$ cat src/rtl/min_sec_time_base.sv
// Seconds/minutes time base: prescaled one-second tick feeding chained
// base-60 seconds and minutes fields, with set-mode adjust and hour pulses.
module min_sec_time_base #(
    parameter int TICKS_PER_SEC = 1000,
    parameter int PRESC_W       = 10
) (
    input  logic       i_clk,
    input  logic       i_rst,
    input  logic       i_run,
    input  logic       i_sel,
    input  logic       i_adj_up,
    input  logic       i_adj_down,
    output logic [5:0] o_sec,
    output logic [5:0] o_min,
    output logic       o_tick,
    output logic       o_hour_up,
    output logic       o_hour_down
);

    localparam logic [PRESC_W-1:0] PMAX = PRESC_W'(TICKS_PER_SEC - 1);

    logic [PRESC_W-1:0] presc_q, presc_d;
    logic [5:0]         sec_q, sec_d;
    logic [5:0]         min_q, min_d;
    logic               tick_q, tick_d;
    logic               hup_q, hup_d;
    logic               hdn_q, hdn_d;

    logic adj_up, adj_dn, adj_clr;
    logic sec_up, sec_dn, sec_clr;
    logic min_up, min_dn, min_clr;
    logic sec_cy, sec_bw;

    // Event decode, prescaler and the seconds -> minutes -> hour chain.
    always_comb begin
        presc_d = '0;
        tick_d  = 1'b0;
        sec_d   = sec_q;
        min_d   = min_q;
        hup_d   = 1'b0;
        hdn_d   = 1'b0;
        sec_cy  = 1'b0;
        sec_bw  = 1'b0;
        sec_up  = 1'b0;
        sec_dn  = 1'b0;
        sec_clr = 1'b0;
        min_up  = 1'b0;
        min_dn  = 1'b0;
        min_clr = 1'b0;

        adj_up  = i_adj_up & ~i_adj_down;
        adj_dn  = i_adj_down & ~i_adj_up;
        adj_clr = i_adj_up & i_adj_down;

        if (i_run) begin
            if (presc_q == PMAX) begin
                tick_d = 1'b1;
                sec_up = 1'b1;
            end else begin
                presc_d = presc_q + 1'b1;
            end
        end else if (i_sel) begin
            min_up  = adj_up;
            min_dn  = adj_dn;
            min_clr = adj_clr;
        end else begin
            sec_up  = adj_up;
            sec_dn  = adj_dn;
            sec_clr = adj_clr;
        end

        if (sec_clr) begin
            sec_d = '0;
        end else if (sec_up) begin
            if (sec_q == 6'd59) begin
                sec_d  = '0;
                sec_cy = 1'b1;
            end else begin
                sec_d = sec_q + 6'd1;
            end
        end else if (sec_dn) begin
            if (sec_q == 6'd0) begin
                sec_d  = 6'd59;
                sec_bw = 1'b1;
            end else begin
                sec_d = sec_q - 6'd1;
            end
        end

        if (min_clr) begin
            min_d = '0;
        end else if (min_up | sec_cy) begin
            if (min_q == 6'd59) begin
                min_d = '0;
                hup_d = 1'b1;
            end else begin
                min_d = min_q + 6'd1;
            end
        end else if (min_dn | sec_bw) begin
            if (min_q == 6'd0) begin
                min_d = 6'd59;
                hdn_d = 1'b1;
            end else begin
                min_d = min_q - 6'd1;
            end
        end
    end

    // State and output registers; reset clears everything including pulses.
    always_ff @(posedge i_clk) begin
        if (i_rst) begin
            presc_q <= '0;
            sec_q   <= '0;
            min_q   <= '0;
            tick_q  <= 1'b0;
            hup_q   <= 1'b0;
            hdn_q   <= 1'b0;
        end else begin
            presc_q <= presc_d;
            sec_q   <= sec_d;
            min_q   <= min_d;
            tick_q  <= tick_d;
            hup_q   <= hup_d;
            hdn_q   <= hdn_d;
        end
    end

    assign o_sec       = sec_q;
    assign o_min       = min_q;
    assign o_tick      = tick_q;
    assign o_hour_up   = hup_q;
    assign o_hour_down = hdn_q;

endmodule
$ cat config.mk
export PLATFORM = sky130hd
export DESIGN_NAME = min_sec_time_base
export DESIGN_NICKNAME = d
export VERILOG_FILES = /design/src/rtl/min_sec_time_base.sv
export SDC_FILE = /design/constraint.sdc
export NUM_CORES = 1
export LEC_CHECK = 0
export BUFFER_PORTS_ARGS = -buffer_cell sky130_fd_sc_hd__clkbuf_2
export CORE_MARGIN = 5
export CORE_UTILIZATION = 51
export CTS_CLUSTER_SIZE = 40
export DETAILED_ROUTE_END_ITERATION = 12
export HOLD_SLACK_MARGIN = 0.02
export PLACE_DENSITY = 0.71
export SYNTH_ARGS = -nofsm -noshare
export SYNTH_HDL_FRONTEND = slang
export SYNTH_SLANG_ARGS = --single-unit
$ cat constraint.sdc
create_clock -name i_clk -period 4.6 [get_ports i_clk]
set_clock_uncertainty 0.15 [all_clocks]
set_input_delay 0.23 -clock i_clk [delete_from_list [all_inputs] [get_ports i_clk]]
set_output_delay 0.23 -clock i_clk [all_outputs]
set_load 0.01 [all_outputs]
# After elaboration in Yosys (flattened, before gate mapping)
# Index checks and enable logic that the tools add are counted.
[word_totals] register_bits=25 latch_bits=0 input_bits=6 memories=0 wordCells=64 mem_bits_ro=0 mem_bits_rw=0 out_inout_bits=15
[classes] n_div=0 addsub=5 n_lt_le_gt_ge=0 reduce_logical=10 n_bitwise=10 n_shift=0 muxes=30 eq_ne=3 n_mul=0
[op_table] op="6-bit two-way mux" n=8
[op_table] op="1-bit two-way mux" n=22
[op_table] op="6-bit by 1-bit adder with 6-bit output (second input constant)" n=2
[op_table] op="6-bit == test (second input constant)" n=2
[op_table] op="6-bit zero test" n=2
[op_table] op="6-bit by 1-bit subtractor with 6-bit output (second input constant)" n=2
[op_table] op="10-bit by 1-bit adder with 10-bit output (second input constant)" n=1
[op_table] op="10-bit == test (second input constant)" n=1
[op_table] op="2-bit OR reduction" n=3
[op_table] op="3-bit OR reduction" n=2
[op_table] op="1-bit inverter" n=5
[op_table] op="2-bit nonzero test" n=2
[op_table] op="4-bit OR reduction" n=1
[op_table] op="1-bit bitwise AND" n=3
[op_table] op="1-bit OR" n=2

# Longest topological paths before layout
# Gate-level depths: netlist (run 1).
[logic_depth] word_depth=10 depth_mapped=8 depth_no_buf=7

# Least setup slack after synthesis (run 1)
# OpenSTA, ideal clock, no wires.
[synth_timing] kind="flip-flop to flip-flop" startpoint="register sec_q[1] (netlist: o_sec[1])" endpoint="register min_q[3] (netlist: o_min[3])" required_time_ns=4.349 period_less_slack_ns=2.099 arrival_ns=1.848 setup_time_ns=0.101 n_path_buf=0 path_stages_with_launch=7 slack_ns=2.501 cell_sequence="dfxtp_1 ha_1 nor2b_1 a22oi_2 or2_4 or4_1 o41ai_1"
[synth_between] elab_chain_len=7 word_cells_on_any_way=13 cone_classes="eq/ne (1); mux (8); bitwise (2); reduce/logical (2)"
[synth_lines] element="from (decl)" line_no="23" text="logic [5:0] sec_q, sec_d;"
[synth_lines] element="from (signal assigned)" line_no="113" text="sec_q <= '0;"
[synth_lines] element="from (signal assigned)" line_no="120" text="sec_q <= sec_d;"
[synth_lines] element="6-bit zero test" line_no="82" text="if (sec_q == 6'd0) begin"
[synth_lines] element="1-bit two-way mux" line_no="82"
[synth_lines] element="1-bit two-way mux" line_no="81" text="end else if (sec_dn) begin"
[synth_lines] element="1-bit two-way mux" line_no="74" text="end else if (sec_up) begin"
[synth_lines] element="1-bit two-way mux" line_no="72" text="if (sec_clr) begin"
[synth_lines] element="1-bit OR" line_no="99" text="end else if (min_dn | sec_bw) begin"
[synth_lines] element="2-bit nonzero test (no source line)"
[synth_lines] element="to (signal assigned)" line_no="121" text="min_q <= min_d;"
[synth_lines] element="to (decl)" line_no="24" text="logic [5:0] min_q, min_d;"
# Several ways; a longest one is shown, not always the timed one.
# A chain may end at the register's enable or synchronous reset.

# Worst setup path after layout (run 1)
# Same ends and word-level chain as after synthesis.

==> flow_summary.json, run 1 <==
{
  "status": "finished clean",
  "crit_start": "o_sec[1]$_SDFFE_PP0P_",
  "rsz0062_at_grt": "no",
  "clockBufferDepth": 2,
  "synth.area.top_cells": "dfxtp_1, a21oi_1, ha_1, nor2_1, xor2_1",
  "min_path_type": "in -> reg",
  "p_leak_uw": 0.0007101,
  "dr.pass1.iters": 4,
  "ys.flop_type": "dfxtp_1",
  "multi_input_area_um2": 1086,
  "root_buffer": "clkbuf_4",
  "cts-buffers-inserted": 3,
  "slew_viol_final": 0,
  "synth_area_leader_cell": "dfxtp_1",
  "period_needed_ps": 2251,
  "critPathArrivalTime_ps": 2330,
  "synthToLayoutAreaGrowth_pct": 7.111,
  "drive_above_1_share": 0.1674,
  "crit_required_ps": 4680,
  "grt_pass1_vias": 1498,
  "clk_latency_ps": 330,
  "row_count": 20,
  "finalCritPeriodShare": 0.4894,
  "timing_hold_violations_final": 0,
  "grt_pass1_wl_um": 6837,
  "vias": 1528,
  "synth_seq_cells": 25,
  "cts_tree": "done",
  "hold_buffers": 0,
  "path_clk_slew_ps": 140,
  "drtAntennaViolNets": 0,
  "finalSetupViolations": 0,
  "worstMarginPinSlew_ps": 752.3,
  "reg2reg_setup_slack_ps": 2350,
  "max-vdd-ir-drop_v": 0.0001448,
  "cts_resized": 0,
  "gr-total-overflow": 0,
  "async_reset_ff_frac": 0,
  "core_area_um2": 3103,
  "reg2reg_depth": 6,
  "htreeDepth": 1,
  "synth_warnings": 0,
  "syn_area_per_cell_um2": 8.121,
  "cp-end-kind": "register",
  "drtIter0Drc": 203,
  "worstSetupEndpoint": "o_min[3]$_SDFFE_PP0P_",
  "ios": 21,
  "syn_area_um2": 1689,
  "cp_slowest_cell": "or4_1",
  "routedWlPerCell_um": 14.73,
  "timing.fmax_mhz": 444.2,
  "r2r-end": "o_min[3]$_SDFFE_PP0P_",
  "slew_headroom": 0.4914,
  "p_per_area_nw_per_um2": 258.5,
  "start_util": 0.5444,
  "final_cell_mix": "dfxtp_1, nor2_1, clkbuf_2",
  "fp.dieArea_um2": 4563,
  "num_antenna_cells": 0,
  "vias_per_cell": 5.766,
  "cp_max_fo": 8,
  "hp-start": "i_rst",
  "crit_path_start_kind": "register",
  "timing.rr.start": "o_sec[1]$_SDFFE_PP0P_",
  "wl_um": 3903,
  "max_cap_violations": 0,
  "seq_area_um2": 500.5,
  "grt_start_max_net_pins": 16,
  "yosysTopAreaCellShare": 0.2963,
  "hold_path_depth": 3,
  "die_h_um": 67.55,
  "grtUsageTotal": 0.1927,
  "antenna_found_initial": 0,
  "die_w_um": 67.55,
  "fin_hold_ws_ps": 55.64,
  "synth_cell_types": 58,
  "port_buffers": 20,
  "fin_nets": 235,
  "place_congestion": 0.8811,
  "cts_setup_buffers": 0,
  "setup_tns_ps": 0,
  "post-dp-hpwl_um": 2948,
  "clkSinkCount": 25,
  "synth_cells": 208,
  "synth_seq_area_share": 0.2963,
  "worstSetupPathType": "reg -> reg",
  "layout_commonest_cell": "dfxtp_1",
  "synth_edf_count": 0,
  "worstPathCellList": "ha_1 > nor2b_1 > a22oi_2 > or2_4 > or4_1 > o41ai_1",
  "syn_nets": 221,
  "critPathMaxStageDelay_ps": 500,
  "drcViolationCount": 0,
  "fill_cells": 313
}
## layout make-up
| type | count | area share |
|---|---|---|
| multi-input cells | 162 | 0.6003 |
| inverters | 10 | 0.02075 |
| clock buffers | 3 | 0.01245 |
| repair buffers | 20 | 0.05532 |
| clock inverters | 1 | 0.004149 |
| well taps | 44 | 0.03043 |
| flip-flops and latches | 25 | 0.2766 |
## kinds of logic (layout without fill, tap and decap cells)
family | Yosys count | after routing | share of synthesized area
AND/OR/NAND/NOR | 87 | 87 | 0.3007
AO/OA/AOI/OAI | 54 | 54 | 0.2170
flip-flops | 25 | 25 | 0.2963
buffers and inverters | 21 | 34 | 0.06074
XOR/XNOR | 13 | 13 | 0.06741
adder cells (fa/ha/maj) | 7 | 7 | 0.05185
multiplexers | 1 | 1 | 0.005926
## Yosys cell counts, types with 3 or more instances
| master | instances |
|---|---|
| a21oi_1 | 18 |
| and3_1 | 4 |
| clkbuf_1 | 5 |
| dfxtp_1 | 25 |
| ha_1 | 7 |
| inv_1 | 10 |
| nand2_1 | 11 |
| nand2b_1 | 3 |
| nand3_1 | 11 |
| nand4_1 | 5 |
| nor2_1 | 23 |
| nor3_1 | 4 |
| o21a_1 | 5 |
| o21ai_0 | 9 |
| xnor2_1 | 6 |
| xor2_1 | 7 |
## stage by stage
| stage | utilization | setup slack (ps) | instances | power, uW | cell area [um^2] |
|---|---|---|---|---|---|
| final | 0.5831 | 2349 | 265 | 467.7 | 1809 |
| after CTS | 0.5831 | 2363 | 265 | 470.1 | 1809 |
| after global routing | 0.5831 | 2205 | 265 | 498.5 | 1809 |
| after detailed placement | 0.5734 | 2398 | 261 | 369.5 | 1779 |
| after global placement | 0.5734 | 2483 | 261 | 364.7 | 1779 |
| after floorplan | - | 2501 | 208 | 336.5 | 1689 |
## registers in the layout, indices dropped and copies added, names as in the netlist
name         count
presc_q         10
o_min            6
o_sec            6
o_hour_down      1
o_hour_up        1
o_tick           1
## how the worst min path moves through the flow
stage / endpoint / slack [ps]
2_1_floorplan: o_min[2]$_SDFFE_PP0P_ / 240
3_3_place_gp: presc_q[0]$_SDFF_PP0_ / 280
3_5_place_dp: presc_q[0]$_SDFF_PP0_ / 290
4_1_cts: o_min[2]$_SDFFE_PP0P_ / 50
5_1_grt: o_min[2]$_SDFFE_PP0P_ / 70
6_report: o_min[2]$_SDFFE_PP0P_ / 60
## worst max-delay path: cells and delay by family (launching register included)
kind / cells / cell delay [ps]
flip-flops: 1 / 490
adder cells (fa/ha/maj): 1 / 260
AND/OR/NAND/NOR: 3 / 1050
AO/OA/AOI/OAI: 2 / 210
## power by group
| part | leakage, uW | internal (uW) | switching (uW) |
|---|---|---|---|
| Clock | 0.0000139 | 33.3 | 68.3 |
| Sequential | 0.000203 | 227 | 22.0 |
| Combinational | 0.000493 | 49.0 | 68.4 |
| Total | 0.000710 | 309 | 159 |
## per-layer routing
metal / up-vias / GRT usage / routed length, um
li1: 781 / - / -
met1: 719 / 0.2442 / 1822
met2: 21 / 0.3329 / 1932
met3: 7 / 0.01997 / 79
met4: 0 / 0.07342 / 68
met5: - / 0 / 0
No activity file was read; power rests on OpenSTA's default activity.
==> inputs of run 2 (changes only) <==
--- a/config.mk
+++ b/config.mk
@@ -5,6 +5,7 @@
 export SDC_FILE = /design/constraint.sdc
 export NUM_CORES = 1
 export LEC_CHECK = 0
+export ABC_AREA = 1
 export BUFFER_PORTS_ARGS = -buffer_cell sky130_fd_sc_hd__clkbuf_2
 export CORE_MARGIN = 5
 export CORE_UTILIZATION = 51
==> constraint.sdc (replaced) <==
create_clock -name i_clk -period 2.3 [get_ports i_clk]
set_clock_uncertainty 0.15 [all_clocks]
set_input_delay 0.115 -clock i_clk [delete_from_list [all_inputs] [get_ports i_clk]]
set_output_delay 0.115 -clock i_clk [all_outputs]
set_load 0.01 [all_outputs]
==> run 2 against run 1 <==
Core utilization shrank 1.1 points. Design area up 3.8%. Hold slack improved by 56 ps. Flip-flop and latch count did not move. Die area is 0.37% higher. Wire length decreased by 3.7%. Non-clock buffer count rose by 2. Critical path depth unchanged. Final cell count rose by 24%.
==> flow_summary.json, run 2 <==
{
  "clockBufferDepth": 2,
  "place_congestion": 0.9013,
  "grtUsageTotal": 0.1825,
  "final_area_um2": 1878,
  "drive_above_1_share": 0.1555,
  "ios": 21,
  "antenna_found_initial": 0,
  "drtIter0Drc": 115,
  "rsz0062_at_grt": "no",
  "timing.fmax_mhz": 511.9,
  "gr-total-overflow": 0,
  "grt_pass1_vias": 1497,
  "drtAntennaViolNets": 0,
  "synth_warnings": 0,
  "fin_hold_ws_ps": 111.4,
  "syn_area_um2": 1697,
  "layout_commonest_cell": "nand2_1",
  "max_cap_violations": 0,
  "path_buf_inv": 1,
  "synth_edf_count": 0,
  "fin_nets": 297,
  "synth_cells": 260,
  "cp_slowest_cell": "dlygate4sd3_1",
  "hold_path_depth": 4,
  "worstSetupPathType": "reg -> reg",
  "die_h_um": 67.68,
  "drcViolationCount": 0,
  "status": "finished clean",
  "timing.rr.start": "presc_q[0]$_SDFF_PP0_",
  "synth-simple-area-share": 0.4233,
  "htreeDepth": 1,
  "synth_area_leader_cell": "dfxtp_1",
  "crit_path_start_kind": "register",
  "setup_tns_ps": 0,
  "p_leak_uw": 0.0009221,
  "synth-adder-area-share": 0.05162,
  "start_util": 0.5166,
  "synth.area.top_cells": "dfxtp_1, nand2_1, inv_1, nor2_1, nand3_1",
  "port_buffers": 20,
  "synth_cell_types": 34,
  "timing_hold_violations_final": 0,
  "r2r-end": "o_tick$_SDFF_PP0_",
  "crit_family": "simple AND/OR/NAND/NOR gates",
  "synth_top_family_by_area": "simple AND/OR/NAND/NOR gates",
  "path_clk_slew_ps": 150,
  "cts_setup_buffers": 0,
  "final_cell_mix": "nand2_1, inv_1, nor2_1",
  "row_count": 21,
  "period_needed_ps": 1953,
  "vias": 1690,
  "yosys.cell_count.top_type": "nand2_1",
  "grt_pass1_wl_um": 6465,
  "clk_latency_ps": 330,
  "cts_tree": "done",
  "slew_viol_final": 0,
  "core_area_um2": 3284,
  "critPathMaxStageDelay_ps": 570,
  "die_w_um": 67.68,
  "max-vdd-ir-drop_v": 0.0002003,
  "root_buffer": "clkbuf_4",
  "syn_nets": 273,
  "synth_seq_cells": 25,
  "reg2reg_depth": 6,
  "wl_um": 3757,
  "min_path_type": "in -> reg",
  "hold_end": "o_min[2]$_SDFFE_PP0P_",
  "synth-compound-area-share": 0.1091,
  "clkSinkCount": 25,
  "synth.area.mux_share": 0,
  "synth_seq_area_share": 0.2950,
  "placed_area_um2": 1827,
  "top_register": "presc_q",
  "async_reset_ff_frac": 0,
  "p_per_area_nw_per_um2": 480.8,
  "cp_max_fo": 4,
  "grt_start_max_net_pins": 17,
  "yosysTopAreaCellShare": 0.2950,
  "largest_reg_flops": 10,
  "reg2reg_setup_slack_ps": 350,
  "routedWlPerCell_um": 11.42,
  "vias_per_cell": 5.137,
  "cp-end-kind": "register",
  "ys.flop_type": "dfxtp_1",
  "finalSetupViolations": 0,
  "dr.pass1.iters": 4,
  "fp.dieArea_um2": 4580,
  "finalCritPeriodShare": 0.8493,
  "worstMarginPinSlew_ps": 491.3,
  "slew_headroom": 0.6709,
  "instances_no_fill": 329,
  "post-route-util": 0.5718,
  "cts-buffers-inserted": 3,
  "synth-xor-area-share": 0.02065,
  "hp-start": "i_sel",
  "num_antenna_cells": 0,
  "worstPathCellList": "ha_1 > nand2_1 > nor4_1 > nand4_1 > nor3_1 > dlygate4sd3_1",
  "synthToLayoutAreaGrowth_pct": 10.69,
  "critPathArrivalTime_ps": 2090,
  "place_inst": 323,
  "syn_area_per_cell_um2": 6.525,
  "synth_top_cells_by_count": "nand2_1, inv_1, nor2_1, dfxtp_1, nand3_1",
  "post-dp-hpwl_um": 2900,
  "crit_required_ps": 2430
}
[run 2: cell type report]
cell class	count	area, um^2
fill	330	1406
multi-input combinational	194	1026
sequential	25	500.5
inverter	38	142.6
timing repair buffer	22	120.1
tap	46	57.56
clock buffer	3	22.52
clock inverter	1	8.758
[run 2: worst max path at each step]
stage	startpoint	endpoint	cells after the start
finish	presc_q[0]$_SDFF_PP0_	o_tick$_SDFF_PP0_	6
global route	presc_q[0]$_SDFF_PP0_	o_tick$_SDFF_PP0_	6
detailed placement	presc_q[0]$_SDFF_PP0_	o_min[4]$_SDFFE_PP0P_	11
CTS	presc_q[0]$_SDFF_PP0_	o_tick$_SDFF_PP0_	6
floorplan	o_sec[1]$_SDFFE_PP0P_	o_min[4]$_SDFFE_PP0P_	9
global placement	presc_q[0]$_SDFF_PP0_	o_min[0]$_SDFFE_PP0P_	10
[run 2: logic make-up (layout without fill, tap and decap cells)]
kind of cell	Yosys count	count (layout)
xor gates and xnor gates	4	4
and+or+nand+nor	150	150
AOI/OAI and AO/OA	33	33
buffers and inverters	41	64
adders and majority gates	7	7
DFF	25	25
[run 2: power breakdown]
| group | internal (uW) | leakage, uW | switching (uW) | total (uW) |
|---|---|---|---|---|
| Sequential | 449 | 0.000203 | 22.4 | 471 |
| Combinational | 81.7 | 0.000701 | 133 | 215 |
| Clock | 71.0 | 0.0000183 | 146 | 217 |
[run 2: layer usage]
metal  global-route usage  up-vias  wire (um)
li1                     -      891          -
met1               0.2364      746       1729
met2               0.2989       47       1783
met3              0.02995        6        201
met4              0.07342        0         42
met5                    0        -          0
[run 2: stage by stage]
| stage | total power [uW] | setup WS (ps) |
|---|---|---|
| final | 903.0 | 346.5 |
| after global routing | 963.2 | 155.7 |
| after CTS | 910.9 | 364.2 |
| after detailed placement | 691.2 | 573.3 |
| after global placement | 693.9 | 577.2 |
| after floorplan | 634.2 | 716.9 |
[run 2: timing repair]
item                       4_1_cts  5_1_grt
resized for setup                0        0
hold buffers                     2        0
setup endpoints to repair        0        0
hold endpoints to repair         2        0
[run 2: worst reg2reg max path, cell delays in order, from the launching register on]
cell           delay, ps
dfxtp_1              380
ha_1                 210
nand2_1              110
nor4_1               170
nand4_1              140
nor3_1               180
dlygate4sd3_1        570
